===== src/rtl/seq_select_ctrl.sv =====
// Sequence-select controller: debounced up/down buttons step the sequence index,
// a slow tick advances the step within it, and both drive the pattern ROM address and LEDs.
module seq_select_ctrl #(
  parameter int SEQ_W   = 3,
  parameter int N_SEQ   = 8,
  parameter int STEP_W  = 4,
  parameter int SEQ_LEN = 16,
  parameter int DEB_LEN = 8,
  parameter int WRAP    = 1
) (
  input  logic                    clk_50,
  input  logic                    reset,
  input  logic                    sample_tick,
  input  logic                    step_tick,
  input  logic                    pb_seq_up,
  input  logic                    pb_seq_dn,
  output logic [SEQ_W-1:0]        seq_num,
  output logic [STEP_W-1:0]       step,
  output logic [SEQ_W+STEP_W-1:0] ROM_addr,
  output logic [N_SEQ-1:0]        LEDS,
  output logic                    seq_changed
);

  localparam int                AW       = SEQ_W + STEP_W;
  localparam logic [SEQ_W-1:0]  SEQ_MAX  = SEQ_W'(N_SEQ - 1);
  localparam logic [STEP_W-1:0] STEP_MAX = STEP_W'(SEQ_LEN - 1);

  logic [1:0]         up_sync_r, dn_sync_r;
  logic [DEB_LEN-1:0] up_sh_r, dn_sh_r;
  logic [DEB_LEN-1:0] up_sh_next_s, dn_sh_next_s;
  logic               up_deb_r, dn_deb_r, up_deb_q_r, dn_deb_q_r;
  logic               up_press_s, dn_press_s;
  logic [SEQ_W-1:0]   seq_next_s;
  logic               seq_chg_s;

  assign up_sh_next_s = {up_sh_r[DEB_LEN-2:0], up_sync_r[1]};
  assign dn_sh_next_s = {dn_sh_r[DEB_LEN-2:0], dn_sync_r[1]};
  assign up_press_s   = up_deb_r & ~up_deb_q_r;
  assign dn_press_s   = dn_deb_r & ~dn_deb_q_r;

  // Synchronisers, debounce windows (judged on the post-shift contents) and press-edge history
  always_ff @(posedge clk_50 or negedge reset) begin
    if (!reset) begin
      up_sync_r  <= 2'b00;
      dn_sync_r  <= 2'b00;
      up_sh_r    <= {DEB_LEN{1'b0}};
      dn_sh_r    <= {DEB_LEN{1'b0}};
      up_deb_r   <= 1'b0;
      dn_deb_r   <= 1'b0;
      up_deb_q_r <= 1'b0;
      dn_deb_q_r <= 1'b0;
    end else begin
      up_sync_r  <= {up_sync_r[0], pb_seq_up};
      dn_sync_r  <= {dn_sync_r[0], pb_seq_dn};
      up_deb_q_r <= up_deb_r;
      dn_deb_q_r <= dn_deb_r;
      if (sample_tick) begin
        up_sh_r <= up_sh_next_s;
        dn_sh_r <= dn_sh_next_s;
        if (&up_sh_next_s)       up_deb_r <= 1'b1;
        else if (~|up_sh_next_s) up_deb_r <= 1'b0;
        else                     up_deb_r <= up_deb_r;
        if (&dn_sh_next_s)       dn_deb_r <= 1'b1;
        else if (~|dn_sh_next_s) dn_deb_r <= 1'b0;
        else                     dn_deb_r <= dn_deb_r;
      end else begin
        up_sh_r <= up_sh_r;
        dn_sh_r <= dn_sh_r;
      end
    end
  end

  // Next sequence index; coincident presses cancel, and a saturated hold is not a change
  always_comb begin
    seq_next_s = seq_num;
    if (up_press_s && !dn_press_s) begin
      if (seq_num == SEQ_MAX) begin
        if (WRAP != 0) seq_next_s = {SEQ_W{1'b0}};
        else           seq_next_s = seq_num;
      end else begin
        seq_next_s = seq_num + SEQ_W'(1);
      end
    end else if (dn_press_s && !up_press_s) begin
      if (seq_num == {SEQ_W{1'b0}}) begin
        if (WRAP != 0) seq_next_s = SEQ_MAX;
        else           seq_next_s = seq_num;
      end else begin
        seq_next_s = seq_num - SEQ_W'(1);
      end
    end else begin
      seq_next_s = seq_num;
    end
  end

  assign seq_chg_s = (seq_next_s != seq_num);

  // Sequence index, step counter (cleared by a sequence change ahead of step_tick) and change pulse
  always_ff @(posedge clk_50 or negedge reset) begin
    if (!reset) begin
      seq_num     <= {SEQ_W{1'b0}};
      step        <= {STEP_W{1'b0}};
      seq_changed <= 1'b0;
    end else begin
      seq_num     <= seq_next_s;
      seq_changed <= seq_chg_s;
      if (seq_chg_s)                 step <= {STEP_W{1'b0}};
      else if (step_tick) begin
        if (step == STEP_MAX)        step <= {STEP_W{1'b0}};
        else                         step <= step + STEP_W'(1);
      end else                       step <= step;
    end
  end

  assign ROM_addr = AW'(seq_num) * AW'(SEQ_LEN) + AW'(step);
  assign LEDS     = {{(N_SEQ-1){1'b0}}, 1'b1} << seq_num;

endmodule


===== config.mk =====
export PLATFORM = sky130hd
export DESIGN_NAME = seq_select_ctrl
export DESIGN_NICKNAME = d
export VERILOG_FILES = /design/src/rtl/seq_select_ctrl.sv
export SDC_FILE = /design/constraint.sdc
export NUM_CORES = 1
export LEC_CHECK = 0
export BUFFER_PORTS_ARGS = -buffer_cell sky130_fd_sc_hd__buf_2
export CORE_UTILIZATION = 56
export CTS_BUF_LIST = sky130_fd_sc_hd__clkbuf_8
export DETAILED_ROUTE_END_ITERATION = 8
export GPL_ROUTABILITY_DRIVEN = 0
export PLACE_DENSITY = 0.85
export SLEW_MARGIN = 0
export SYNTH_ARGS = -nofsm -noshare
export SYNTH_HDL_FRONTEND = slang
export SYNTH_SLANG_ARGS = --single-unit

===== constraint.sdc =====
create_clock -name clk_50 -period 1.85 [get_ports clk_50]
set_input_delay 0.185 -clock clk_50 [delete_from_list [all_inputs] [get_ports clk_50]]
set_output_delay 0.185 -clock clk_50 [all_outputs]
set_load 0.02 [all_outputs]

==> metrics, run 1 <==
Crit Path Category=reg -> reg; Final Cell Area=1698 sq um; Filler Cells Inserted=181; Die W=53.59 um; Die Area=2871 sq um; CP endpoint kind=register; Via density=5.420; cts bufs inserted=5; initial core utilization=59.61%; post-layout net count=164; Syn Inst Count=123; Clock Path Buffers=2; R2R Setup Slk=0.14 ns; final setup fails=0; Vias=981; drt total wl=2.219 mm; Post-Syn Area=1490 sq um; H-tree Lvls=2; Worst Max-Slew Pin Slew=0.6239 ns; pwr/cell area=1540 nW/um^2; WL/cell=12.26 um; ant diodes=0; setup ws final=0.1409 ns; status=finished clean; Max-Cap Viols=0; fin. max-slew vios=0; fmax=585.1 MHz; IO Count=29; largest net degree at the start of global routing=31; worst-skew pair later-pin latency=0.27 ns; Pre-antenna DRT Iters=4; Unique masters post-synth=37; clk sinks=30; mean post-synth cell area=12.12 sq um; hold path depth=1; CTS root buf=clkbuf_8; skew final=0.003190 ns; placed insts=172; final critical-path share of the clock period=92.38%; VDD IR-drop max=1046 uV; Port Buffers=28; P&R area growth vs syn=13.94%; post-CTS resize count=0; synthesized net count=137; Static Leak=0.8331 nW; clock slew at reported path FFs=0.06 ns; reg2reg path depth=6; initial antenna violation count=0; Layout Cells excl Fill=181; Yosys Warn Count=0; first-pass GRT wire length=3.767 mm; slew margin rel.=58.41%; pre-CTS WS=0.1360 ns; Area after DPL=1597 sq um; placeable core area=2500 sq um; DP HPWL=1.678 mm; layout cells sized above 1=41.72%; DRC Markers=0; Seq cells post-synth=30; final hold viol count=0; Site Rows=18; RSZ-0062 raised after global routing=false; post-route ant nets=0; CTS tree=done; required time worst endpoint=2.01 ns; CP Launch Type=register; initial DRC count=14; Pwr Total=2.614 mW; Seq/Total Area, Yosys=50.38%; vias in the first global route=880; Die H=53.59 um; CP arrival=1.87 ns; worst hold path type=in -> reg; gr usage total=19.03%; min cycle time layout=1.709 ns; GRT overflow=0; end-of-flow core utilization=67.92%; Post-Route Setup TNS=0 ns; critical-path maximum fanout=6; hold slack=0.01178 ns
final cells by class:
cell class / instances / area, sq um / share of cell area (%)
clock buffers: 6 / 82.58 / 4.864
flip-flops and latches: 30 / 750.7 / 44.22
clock inverters: 2 / 8.758 / 0.5158
multi-input cells: 76 / 634.4 / 37.36
inverters: 7 / 26.28 / 1.548
repair buffers: 30 / 157.7 / 9.285
well taps: 30 / 37.54 / 2.211
state kept, by name, summed over array words and instances, names as in the netlist:
signal / flops
dn_sync_r: 2
up_sync_r: 2
dn_sh_r: 7
up_deb_r: 1
up_sh_r: 7
seq_num: 3
step: 4
dn_deb_q_r: 1
up_deb_q_r: 1
dn_deb_r: 1
seq_changed: 1
logic make-up after synthesis:
family	after synthesis	share of synthesized area [%]
simple gates	33	15.03
buf+inv	17	7.053
mux	13	9.740
fa+ha+maj	8	6.717
flops	30	50.38
compound gates	20	9.910
xor+xnor	2	1.176
cells in the mapped netlist:
master    number  area [sq um]
a21oi_2        1         8.760
and2b_2        3         26.28
mux2i_1        1         10.01
mux2_2        12         135.1
and4_4         1         11.26
o41ai_2        1         16.27
xor2_1         2         17.52
nand2b_4       1         13.76
nand4_1        2         12.51
nor3_1         2         10.01
nor2b_4        1         13.76
nand2_1        6         22.52
nand2_8        1         20.02
o21ai_0        6         30.03
a21oi_1        4         20.02
a41oi_1        1         8.760
or2_2          1         6.260
nor4b_1        1         8.760
or2_4          1         8.760
inv_1          7         26.28
o31ai_1        1         7.510
ha_1           8         100.1
nand3b_1       1         7.510
a31oi_1        1         6.260
nand3_1        1         5.000
o22ai_1        1         6.260
nor4_1         1         6.260
buf_4          9         67.56
nor2_1         6         22.52
buf_6          1         11.26
a311oi_1       1         8.760
o211a_1        1         10.01
and2_2         3         22.52
o32ai_1        1         8.760
or3_1          1         6.260
o21ai_4        1         16.27
dfrtp_1       30         750.7
layer usage:
layer	wire length, um	GRT usage, %	vias to the layer above
met1	1000	23.74	477
met2	1105	30.00	23
li1	-	-	479
met5	0	0	-
met3	99	5.085	2
met4	14	10.53	0
cell usage in the layout, fill, tap and decap left out, types with 2 or more instances in the layout:
cell      synthesis  layout
dfrtp_1          30      30
buf_2             0      28
mux2_2           12      12
inv_1             7       8
ha_1              8       8
nand2_1           6       6
o21ai_0           6       6
nor2_1            6       6
clkbuf_8          0       6
a21oi_1           4       4
and2_2            3       3
and2b_2           3       3
xor2_1            2       2
nor3_1            2       2
nand4_1           2       2
what timing repair did:
action | 4_1_cts | 5_1_grt
hold endpoints to repair | 30 | 0
hold buffers | 1 | 0
buffers inserted | 0 | 0
critical path, stage by stage (launching register included):
cell and delay (ns):
dfrtp_1 0.43, ha_1 0.26, ha_1 0.31, xor2_1 0.15, and4_4 0.20, o21ai_4 0.17, nor2_1 0.08
worst paths after layout:
check / start / endpoint
worst max-delay path: seq_num[0] / step[2]
worst min-delay path: pb_seq_up / up_sync_r[0]
worst max register to register: seq_num[0] / step[2]
worst min register to register: dn_sync_r[0] / dn_sync_r[1]
max in group asynchronous: reset / up_sh_r[4]
min in group asynchronous: reset / dn_sh_r[3]
power breakdown:
| part | switching (mW) | total, mW | internal, mW |
|---|---|---|---|
| combinational | 0.654 | 1.10 | 0.444 |
| clock | 0.221 | 0.514 | 0.293 |
| sequential | 0.179 | 1.00 | 0.823 |
Power figures use the tool's default switching activity.
==> run 2, diff against run 1 <==
--- a/config.mk
+++ b/config.mk
@@ -5,12 +5,13 @@
 export SDC_FILE = /design/constraint.sdc
 export NUM_CORES = 1
 export LEC_CHECK = 0
+export ABC_AREA = 1
 export BUFFER_PORTS_ARGS = -buffer_cell sky130_fd_sc_hd__buf_2
-export CORE_UTILIZATION = 56
+export CORE_UTILIZATION = 57
 export CTS_BUF_LIST = sky130_fd_sc_hd__clkbuf_8
 export DETAILED_ROUTE_END_ITERATION = 8
 export GPL_ROUTABILITY_DRIVEN = 0
-export PLACE_DENSITY = 0.85
+export PLACE_DENSITY = 0.86
 export SLEW_MARGIN = 0
 export SYNTH_ARGS = -nofsm -noshare
 export SYNTH_HDL_FRONTEND = slang
==> metrics, run 2 <==
status=finished clean; Post-synth EDFFs=0 (unchanged); initial core utilization=61.46% (+1.8 points); Port Buffers=28 (unchanged); Yosys top cell area share=48.43% (-2.0 points); synth top area cells=dfrtp_1 (48%), nand2_1 (11%), ha_1 (6.5%), inv_1 (5.6%), o21ai_0 (4.8%); fin. max-slew vios=0 (unchanged); Max-Cap Viols=0 (unchanged); cts bufs inserted=5 (unchanged); Post-Route Setup TNS=0 ns (unchanged); Setup Fix Bufs, Post-CTS=0 (unchanged); Worst Max-Slew Pin Slew=0.6216 ns (-0.002277 ns); Static Leak=0.9343 nW (+12%); R2R Setup Slk=0.08 ns (-0.06 ns); synth cell count leaders=nand2_1 (47), dfrtp_1 (30), inv_1 (23); hold slack=0.01784 ns (+0.006052 ns); Pre-antenna DRT Iters=4 (unchanged); Seq cells post-synth=30 (unchanged); Top Metal Used=met4; Unique masters post-synth=26 (-30%); layout cells sized above 1=23.56% (-18 points); final critical-path share of the clock period=95.64% (+3.3 points); commonest non-fill, non-tap cell in the layout=nand2_1; CP dominant cell by count=nand2_1; Final Cell Area=1760 sq um (+3.7%); pwr/cell area=1291 nW/um^2 (-16%); gr usage total=21.80% (+2.8 points); Post-synth top flop=dfrtp_1; Layout Cells excl Fill=238 (+31%); CP arrival=1.97 ns (+0.10 ns); RSZ-0062 raised after global routing=false; Site Rows=18 (unchanged); routed length on met2=1.386 mm (+25%); top-count cell post-synth=nand2_1; largest net degree at the start of global routing=31 (unchanged); fmax=565.2 MHz (-3.4%); drt total wl=2.750 mm (+24%); GRT overflow=0 (unchanged); initial antenna violation count=0 (unchanged); critical-path maximum fanout=8 (+2); worst hold path type=in -> reg; placeable core area=2522 sq um (+0.90%); skew final=0.003237 ns (+0.00004693 ns); Die Area=2932 sq um (+2.1%); post-layout net count=223 (+36%); CTS tree=done; Die H=54.15 um (+1.1%); post-route ant nets=0 (unchanged); Post-Syn Area=1550 sq um (+4.0%); CP Launch Type=register; Seq/Total Area, Yosys=48.43% (-2.0 points); max incr delay on CP=0.44 ns (about the same); most frequent cells in the layout=nand2_1 (47), dfrtp_1 (28), buf_2 (28); Worst path slowest cell=dfrtp_2; clk sinks=30 (unchanged); final hold viol count=0 (unchanged); slew margin rel.=58.56% (+0.15 points); clock slew at reported path FFs=0.06 ns (about the same); async set-or-reset flop fraction in the synthesized netlist=100.0% (unchanged); required time worst endpoint=2.05 ns (+0.04 ns); Pwr Total=2.274 mW (-13%); ant diodes=0 (unchanged); end-of-flow core utilization=69.79% (+1.9 points); setup ws final=0.08057 ns (-0.06036 ns); synthesized net count=198 (+45%); VDD IR-drop max=1016 uV (-2.9%); Die W=54.15 um (+1.1%); vias in the first global route=1,094 (+24%); final setup fails=0 (unchanged); CTS root buf=clkbuf_8; Synth area leader=dfrtp_1; P&R area growth vs syn=13.56%; Via density=5.235 (-3.4%); WL/cell=11.55 um (-5.8%); pre-CTS WS=0.04742 ns (-0.08856 ns); CP cell instances=inv_1, ha_4, a21boi_0, nand2_1, nand3_2, nand3_1, nand2_1, nor2_2, nand2_2, nor2_1; Area after DPL=1653 sq um (+3.5%); initial DRC count=32 (+18); biggest regs=dn_sh_r: 7 flops, up_sh_r: 7 flops, step: 4 flops; Crit Path Category=reg -> reg; Yosys Warn Count=0 (unchanged); Clock Path Buffers=2 (unchanged); DP HPWL=2.042 mm (+22%); mean post-synth cell area=8.425 sq um (-30%); Vias=1,246 (+27%); Syn Inst Count=184 (+50%); WL met3=138 um (+39%); worst-skew pair later-pin latency=0.27 ns (about the same); placed insts=231 (+34%); CP endpoint kind=register; IO Count=29 (unchanged); first-pass GRT wire length=4.388 mm (+16%); M1 wire length=1.211 mm (+21%); DRC Markers=0 (unchanged); min cycle time layout=1.769 ns (+0.06036 ns); H-tree Lvls=2 (unchanged)
## run 2: logic make-up (layout without fill, tap and decap cells)
family                   after synthesis  after routing  share of synthesized area, %
AND/OR/NAND/NOR                       84             84                         24.54
buffers and inverters                 37             61                         11.14
flip-flops                            30             30                         48.43
AO/OA/AOI/OAI                         23             23                         8.233
adder cells (fa/ha/maj)                8              8                         6.457
XOR/XNOR                               1              1                        0.5651
multiplexers                           1              1                        0.6457
## run 2: worst max-delay path: cells and delay by family, from the launching register on
kind,cells,cell delay (ns)
compound gates,1,0.12
buf+inv,1,0.26
fa+ha+maj,1,0.27
simple gates,7,0.61
flops,1,0.44
## run 2: area by class of cell
type,instances,area [sq um]
Clock buffer,6,82.58
Inverter,26,97.59
Multi-Input combinational cell,117,639.4
Fill cell,218,762.0
Timing Repair Buffer,29,150.1
Sequential cell,30,753.2
Tap cell,30,37.54
## run 2: worst paths after layout
kind	cells past startpoint	to	startpoint
min in group asynchronous	2	up_sh_r[2]	reset
max reg2reg	10	step[3]	seq_num[0]
max	10	step[3]	seq_num[0]
min reg2reg	0	dn_sync_r[1]	dn_sync_r[0]
max in group asynchronous	2	seq_num[1]	reset
min	1	dn_sync_r[0]	pb_seq_dn
## run 2: report_power, final
| group | switching, mW | internal [mW] |
|---|---|---|
| logic | 0.585 | 0.316 |
| registers | 0.115 | 0.763 |
| clock network | 0.209 | 0.286 |
| total | 0.909 | 1.36 |
## run 2: timing repair
| item | CTS | global route |
|---|---|---|
| hold buffers | 1 | 0 |
| resized for setup | 0 | 3 |
| endpoints found under the setup margin | 0 | 5 |
| endpoints found under the hold margin | 30 | 0 |
## run 2: layer usage
layer / GRT usage, % / vias up
met1: 24.14 / 576
met2: 36.38 / 40
li1: - / 628
met5: 0 / -
met4: 9.829 / 0
met3: 8.757 / 2
